<file path="src/rtl/chunked_adder.sv">
// -----------------------------------------------------------------------------
// chunked_adder
//
// Multi-cycle adder/subtractor. Adds two WIDTH-bit operands plus carry-in,
// CHUNK bits per clock, with the carry between chunks held in a register.
// This keeps the critical path at one CHUNK-bit add. A result takes
// N = WIDTH/CHUNK cycles from an accepted start to the done pulse.
//
// Parameters
//   WIDTH  operand/result width (multiple of CHUNK, >= 2)
//   CHUNK  bits added per cycle (1..WIDTH)
//
// Ports
//   clk    rising-edge clock
//   rst_n  asynchronous active-low reset
//   start  request, sampled only while idle (busy=0)
//   Sub    0: A+B+Cin, 1: A+~B+Cin (captured with start)
//   A, B   operands (captured with start)
//   Cin    carry-in (captured with start)
//   busy   operation in progress
//   done   one-cycle pulse when S/Cout/V are updated
//   S      registered sum, holds the last completed result
//   Cout   carry out of bit WIDTH-1
//   V      signed overflow (carry into MSB xor carry out of MSB)
// -----------------------------------------------------------------------------
module chunked_adder #(
    parameter int WIDTH = 16,
    parameter int CHUNK = 4
) (
    input  logic             clk,
    input  logic             rst_n,
    input  logic             start,
    input  logic             Sub,
    input  logic [WIDTH-1:0] A,
    input  logic [WIDTH-1:0] B,
    input  logic             Cin,
    output logic             busy,
    output logic             done,
    output logic [WIDTH-1:0] S,
    output logic             Cout,
    output logic             V
);

    localparam int N     = WIDTH / CHUNK;
    localparam int IDX_W = (N > 1) ? $clog2(N) : 1;

    typedef enum logic {
        IDLE = 1'b0,
        RUN  = 1'b1
    } state_t;

    state_t state_reg, state_next;

    logic [WIDTH-1:0] a_reg;
    logic [WIDTH-1:0] b_reg;      // already inverted for subtract
    logic [WIDTH-1:0] res_reg;    // partial sum, never visible on S
    logic [WIDTH-1:0] res_upd;    // partial sum with this cycle's chunk merged
    logic [WIDTH-1:0] s_reg;
    logic             carry_reg;
    logic             cout_reg;
    logic             v_reg;
    logic             done_reg;
    logic [IDX_W-1:0] idx_reg;

    logic [CHUNK-1:0] a_chunk [N];
    logic [CHUNK-1:0] b_chunk [N];
    logic [CHUNK-1:0] a_cur;
    logic [CHUNK-1:0] b_cur;
    logic [CHUNK-1:0] r_cur;
    logic             c_cur;
    logic             c_msb;      // carry into bit WIDTH-1 (valid in last chunk)
    logic             last;

    // Slice operands into chunks; each result chunk is replaced only on its step.
    generate
        for (genvar gi = 0; gi < N; gi++) begin : g_chunk
            assign a_chunk[gi] = a_reg[gi*CHUNK +: CHUNK];
            assign b_chunk[gi] = b_reg[gi*CHUNK +: CHUNK];
            assign res_upd[gi*CHUNK +: CHUNK] =
                (idx_reg == IDX_W'(gi)) ? r_cur : res_reg[gi*CHUNK +: CHUNK];
        end
    endgenerate

    assign a_cur = a_chunk[idx_reg];
    assign b_cur = b_chunk[idx_reg];
    assign {c_cur, r_cur} = {1'b0, a_cur} + {1'b0, b_cur} + {{CHUNK{1'b0}}, carry_reg};
    assign last = (idx_reg == IDX_W'(N - 1));

    // Carry into the chunk's top bit: re-add the lower CHUNK-1 bits and take
    // their carry. With single-bit chunks it is simply the incoming carry.
    generate
        if (CHUNK == 1) begin : g_msb_c1
            assign c_msb = carry_reg;
        end else begin : g_msb_cn
            logic [CHUNK-1:0] low_sum;
            assign low_sum = {1'b0, a_cur[CHUNK-2:0]} + {1'b0, b_cur[CHUNK-2:0]}
                           + {{(CHUNK-1){1'b0}}, carry_reg};
            assign c_msb = low_sum[CHUNK-1];
        end
    endgenerate

    // State register
    always_ff @(posedge clk or negedge rst_n) begin
        if (!rst_n) begin
            state_reg <= IDLE;
        end else begin
            state_reg <= state_next;
        end
    end

    // Next-state logic
    always_comb begin
        state_next = state_reg;
        case (state_reg)
            IDLE:    if (start) state_next = RUN;
            RUN:     if (last)  state_next = IDLE;
            default: state_next = IDLE;
        endcase
    end

    // Outputs
    always_comb begin
        busy = (state_reg == RUN);
        done = done_reg;
        S    = s_reg;
        Cout = cout_reg;
        V    = v_reg;
    end

    // Datapath
    always_ff @(posedge clk or negedge rst_n) begin
        if (!rst_n) begin
            a_reg     <= '0;
            b_reg     <= '0;
            res_reg   <= '0;
            s_reg     <= '0;
            carry_reg <= 1'b0;
            cout_reg  <= 1'b0;
            v_reg     <= 1'b0;
            done_reg  <= 1'b0;
            idx_reg   <= '0;
        end else begin
            done_reg <= 1'b0;
            case (state_reg)
                IDLE: begin
                    if (start) begin
                        a_reg     <= A;
                        b_reg     <= B ^ {WIDTH{Sub}};
                        carry_reg <= Cin;
                        idx_reg   <= '0;
                    end
                end
                RUN: begin
                    res_reg   <= res_upd;
                    carry_reg <= c_cur;
                    idx_reg   <= idx_reg + IDX_W'(1);
                    if (last) begin
                        s_reg    <= res_upd;
                        cout_reg <= c_cur;
                        v_reg    <= c_msb ^ c_cur;
                        done_reg <= 1'b1;
                        idx_reg  <= '0;
                    end
                end
                default: ;
            endcase
        end
    end

endmodule

</file>
<file path="config.mk">
export PLATFORM = sky130hd
export DESIGN_NAME = chunked_adder
export DESIGN_NICKNAME = d
export VERILOG_FILES = /design/src/rtl/chunked_adder.sv
export SDC_FILE = /design/constraint.sdc
export NUM_CORES = 1
export LEC_CHECK = 0
export ABC_AREA = 1
export ABC_CLOCK_PERIOD_IN_PS = 3100
export BUFFER_PORTS_ARGS = -buffer_cell sky130_fd_sc_hd__buf_2
export CAP_MARGIN = 20
export CORE_UTILIZATION = 55
export CTS_CLUSTER_SIZE = 30
export DETAILED_ROUTE_END_ITERATION = 16
export GPL_TIMING_DRIVEN = 0
export PLACE_DENSITY = 0.79
export SYNTH_ARGS = -nofsm -noshare
export SYNTH_HDL_FRONTEND = slang
export SYNTH_SLANG_ARGS = --single-unit
</file>
<file path="constraint.sdc">
create_clock -name clk -period 3.1 [get_ports clk]
set_input_delay 0.155 -clock clk [delete_from_list [all_inputs] [get_ports clk]]
set_output_delay 0.155 -clock clk [all_outputs]
set_load 0.03 [all_outputs]
</file>
==> results.py <==
metrics = {
    "job": {
        "max_cap_viol_count": 0,
    },
    "timing": {
        "whs_ps": 9.282,
        "layout_min_cycle_time_ps": 2753,
        "finClkSkew_ps": 4.648,
        "max-slew-margin-rel_pct": 43.97,
        "rsz0062_at_grt": "false",
        "setup_tns_ps": 0,
        "setup_violations": 0,
        "tightest_slew_ps": 840.4,
        "fmax_mhz": 363.3,
        "slew_viol_final": 0,
        "fin_crit_sh_pct": 88.80,
        "hold_viol_final": 0,
    },
    "yosys": {
        "synthTopCellsByCount": "139 x nand2_1, 67 x dfrtp_1, 34 x o21ai_0",
        "yosysSeqAreaShare_pct": 51.70,
        "synth-edff-count": 0,
        "synth_area_leaders": "dfrtp_1 52%, nand2_1 16%, o21ai_0 5.2%, xnor2_1 4.6%, ha_1 2.7%",
        "synth.avg_cell_area_um2": 8.718,
        "yosys_warnings": 0,
        "synth_seq_cells": 67,
        "syn-num-nets": 418,
        "synth_area_mm2": 0.003243,
        "ys.flop_type": "dfrtp_1",
        "yosysUniqueCellTypes": 30,
        "async_flop_share_pct": 100.0,
        "syn_inst": 372,
        "synth_top_area_share_pct": 51.70,
        "synth_top_area_cell": "dfrtp_1",
        "yosysMostFrequentCell": "nand2_1",
    },
    "critical_path": {
        "crit_type": "reg -> reg",
        "crit_fanout": 10,
        "reg2regPathDepth": 10,
        "arrival_ps": 2970,
        "worstPathRequired_ps": 3320,
        "startpoint": "idx_reg[1]",
        "worstSetupStartpointType": "flop",
        "r2r_start": "idx_reg[1]",
        "r2r_setup_slack_ps": 350,
        "rr_endpoint": "res_reg[10]",
        "cp-end-kind": "flop",
        "crit_end": "res_reg[10]",
    },
    "pwr": {
        "clkPwrFrac_pct": 13.7,
        "internal-power_mw": 2.548,
        "p_switching_mw": 2.215,
        "swShare_pct": 46.50,
        "pwr-share-seq_pct": 31.4,
        "p_leak_nw": 1.992,
        "ir_drop_mv": 0.5524,
        "pwr_density_cell_mw_per_mm2": 1226,
        "power_frac_comb_pct": 54.9,
    },
    "floorplan": {
        "floorplan.rows": 27,
        "die_h_um": 78.79,
        "core_area_mm2": 0.005608,
        "io_pins": 57,
        "die_area_mm2": 0.006208,
        "floorplan.initialDensity_pct": 57.83,
        "die_w_um": 78.79,
    },
    "cells_and_area": {
        "fin_cells": 525,
        "syn_to_final_growth_pct": 19.75,
        "nNetsFinal": 494,
        "n_antenna_cell": 0,
        "drive_gt1_share_pct": 21.85,
        "multi_input_area_mm2": 0.001374,
        "seq_area_mm2": 0.001677,
        "final_area_mm2": 0.003884,
        "fill_cells": 479,
        "utilization_pct": 69.25,
    },
    "placement": {
        "placed_cell_area_mm2": 0.003611,
        "io_buffers": 55,
        "hpwl_um": 4885,
        "dp.cells": 499,
        "finalWeightedCongestion": 0.8231,
    },
    "clocking": {
        "cts_root_buf": "clkbuf_8",
        "cts_max_level": 3,
        "clk_pin_slew_ps": 70,
        "cts_tree": "yes",
        "clk_latency_ps": 350,
        "cts_sinks": 67,
        "cts_buffers": 9,
        "cts_resized": 0,
        "clk_path_buf_depth": 2,
    },
    "grt": {
        "grt_util_met3_pct": 6.207,
        "grt_pass1_wl_um": 12020,
        "antenna_found_initial": 0,
        "grt_max_degree": 68,
        "globalRouteMet1Util_pct": 32.32,
        "met2_usage_pct": 41.74,
        "track_usage_pct": 25.57,
        "grt_overflow": 0,
        "grt_pass1_vias": 2626,
        "busiest_layer": "met2",
    },
    "detailed_routing": {
        "drcViolationCount": 0,
        "routed_wl_um": 7104,
        "vias": 2739,
        "wl_per_cell_um": 13.53,
        "dr.first_iter.drc_count": 159,
        "viasPerCell": 5.217,
        "postRouteAntennaNets": 0,
        "first_pass_iters": 4,
    },
    "run_status": {
        "run_status": "complete, no violations",
    },
    "min_path": {
        "min_path_type": "in -> reg",
    },
}
-- worst min path at each step --
stage                from        end  slack [ps]  depth (start not counted)
finish              A[10]  a_reg[10]           9                          3
floorplan           rst_n       Cout        -140                          0
global placement     A[6]   a_reg[6]         350                          3
CTS                 A[10]  a_reg[10]           3                          3
detailed placement  rst_n       done         310                          1
global route         A[5]   a_reg[5]           3                          3
-- what timing repair did --
action                                 4_1_cts  5_1_grt
endpoints found under the hold margin       76        0
hold buffers                                10        0
setup buffers                                0        0
-- cells by family (layout without fill, tap and decap cells) --
kind of cell	count (synthesis)	in the layout	synth area share, %
buffers and inverters	32	113	5.941
flip-flops	67	67	51.70
adder cells (fa/ha/maj)	9	9	3.935
AO/OA/AOI/OAI	66	66	11.11
AND/OR/NAND/NOR	181	181	22.72
XOR/XNOR	17	17	4.591
-- metal layers --
| layer | wire length, um | part of all wire, % |
|---|---|---|
| met5 | 0 | 0 |
| met2 | 3330 | 47 |
| met1 | 3251 | 46 |
| met3 | 366 | 5.2 |
| met4 | 156 | 2.2 |
-- final cells by class --
type                       instances  area share, %
tap                               72          2.320
inverter                          14          1.546
sequential                        67          43.17
buffer                            18          3.415
timing repair buffer              65          9.729
clock buffer                      14          4.188
multi-input combinational        273          35.37
clock inverter                     2         0.2577
-- worst max-delay path: stages (launching register included) --
cell      delay [ps]
dfrtp_1          390
clkbuf_2         240
inv_1            200
o21ai_0          130
o22ai_1          120
fa_1             470
fa_1             420
xnor2_1          360
nand2_1           90
o21ai_1          120
o21ai_1           80
-- power by group through the flow --
stage	clock [mW]	sequential, mW	combinational (mW)
after global placement	0	1.49	2.49
after global routing	0.703	1.53	2.95
after CTS	0.665	1.49	2.62
after floorplan	0	1.69	1.73
final	0.652	1.49	2.62
after detailed placement	0	1.51	2.59
-- placed cells by master (no fill, tap or decap), types with 2 or more instances in the layout --
cell,count
a21oi_1,2
nor2_1,19
nand2_2,3
or2_2,3
buf_6,3
nand3_1,14
clkbuf_8,11
clkbuf_1,4
dfrtp_1,67
o21ai_2,3
inv_1,11
ha_1,7
o22ai_1,8
buf_4,7
xnor2_1,17
buf_2,60
o21ai_0,34
dlygate4sd3_1,10
fa_1,2
o21ai_1,16
clkinv_2,2
nand2_1,139
-- per-stage QoR --
step	setup slack (ps)	total power [mW]
after CTS	365.6	4.774
after detailed placement	376.2	4.095
after global placement	429.2	3.980
after floorplan	746.1	3.416
final	347.1	4.762
after global routing	190.7	5.187
(Power assumes the default switching activity.)
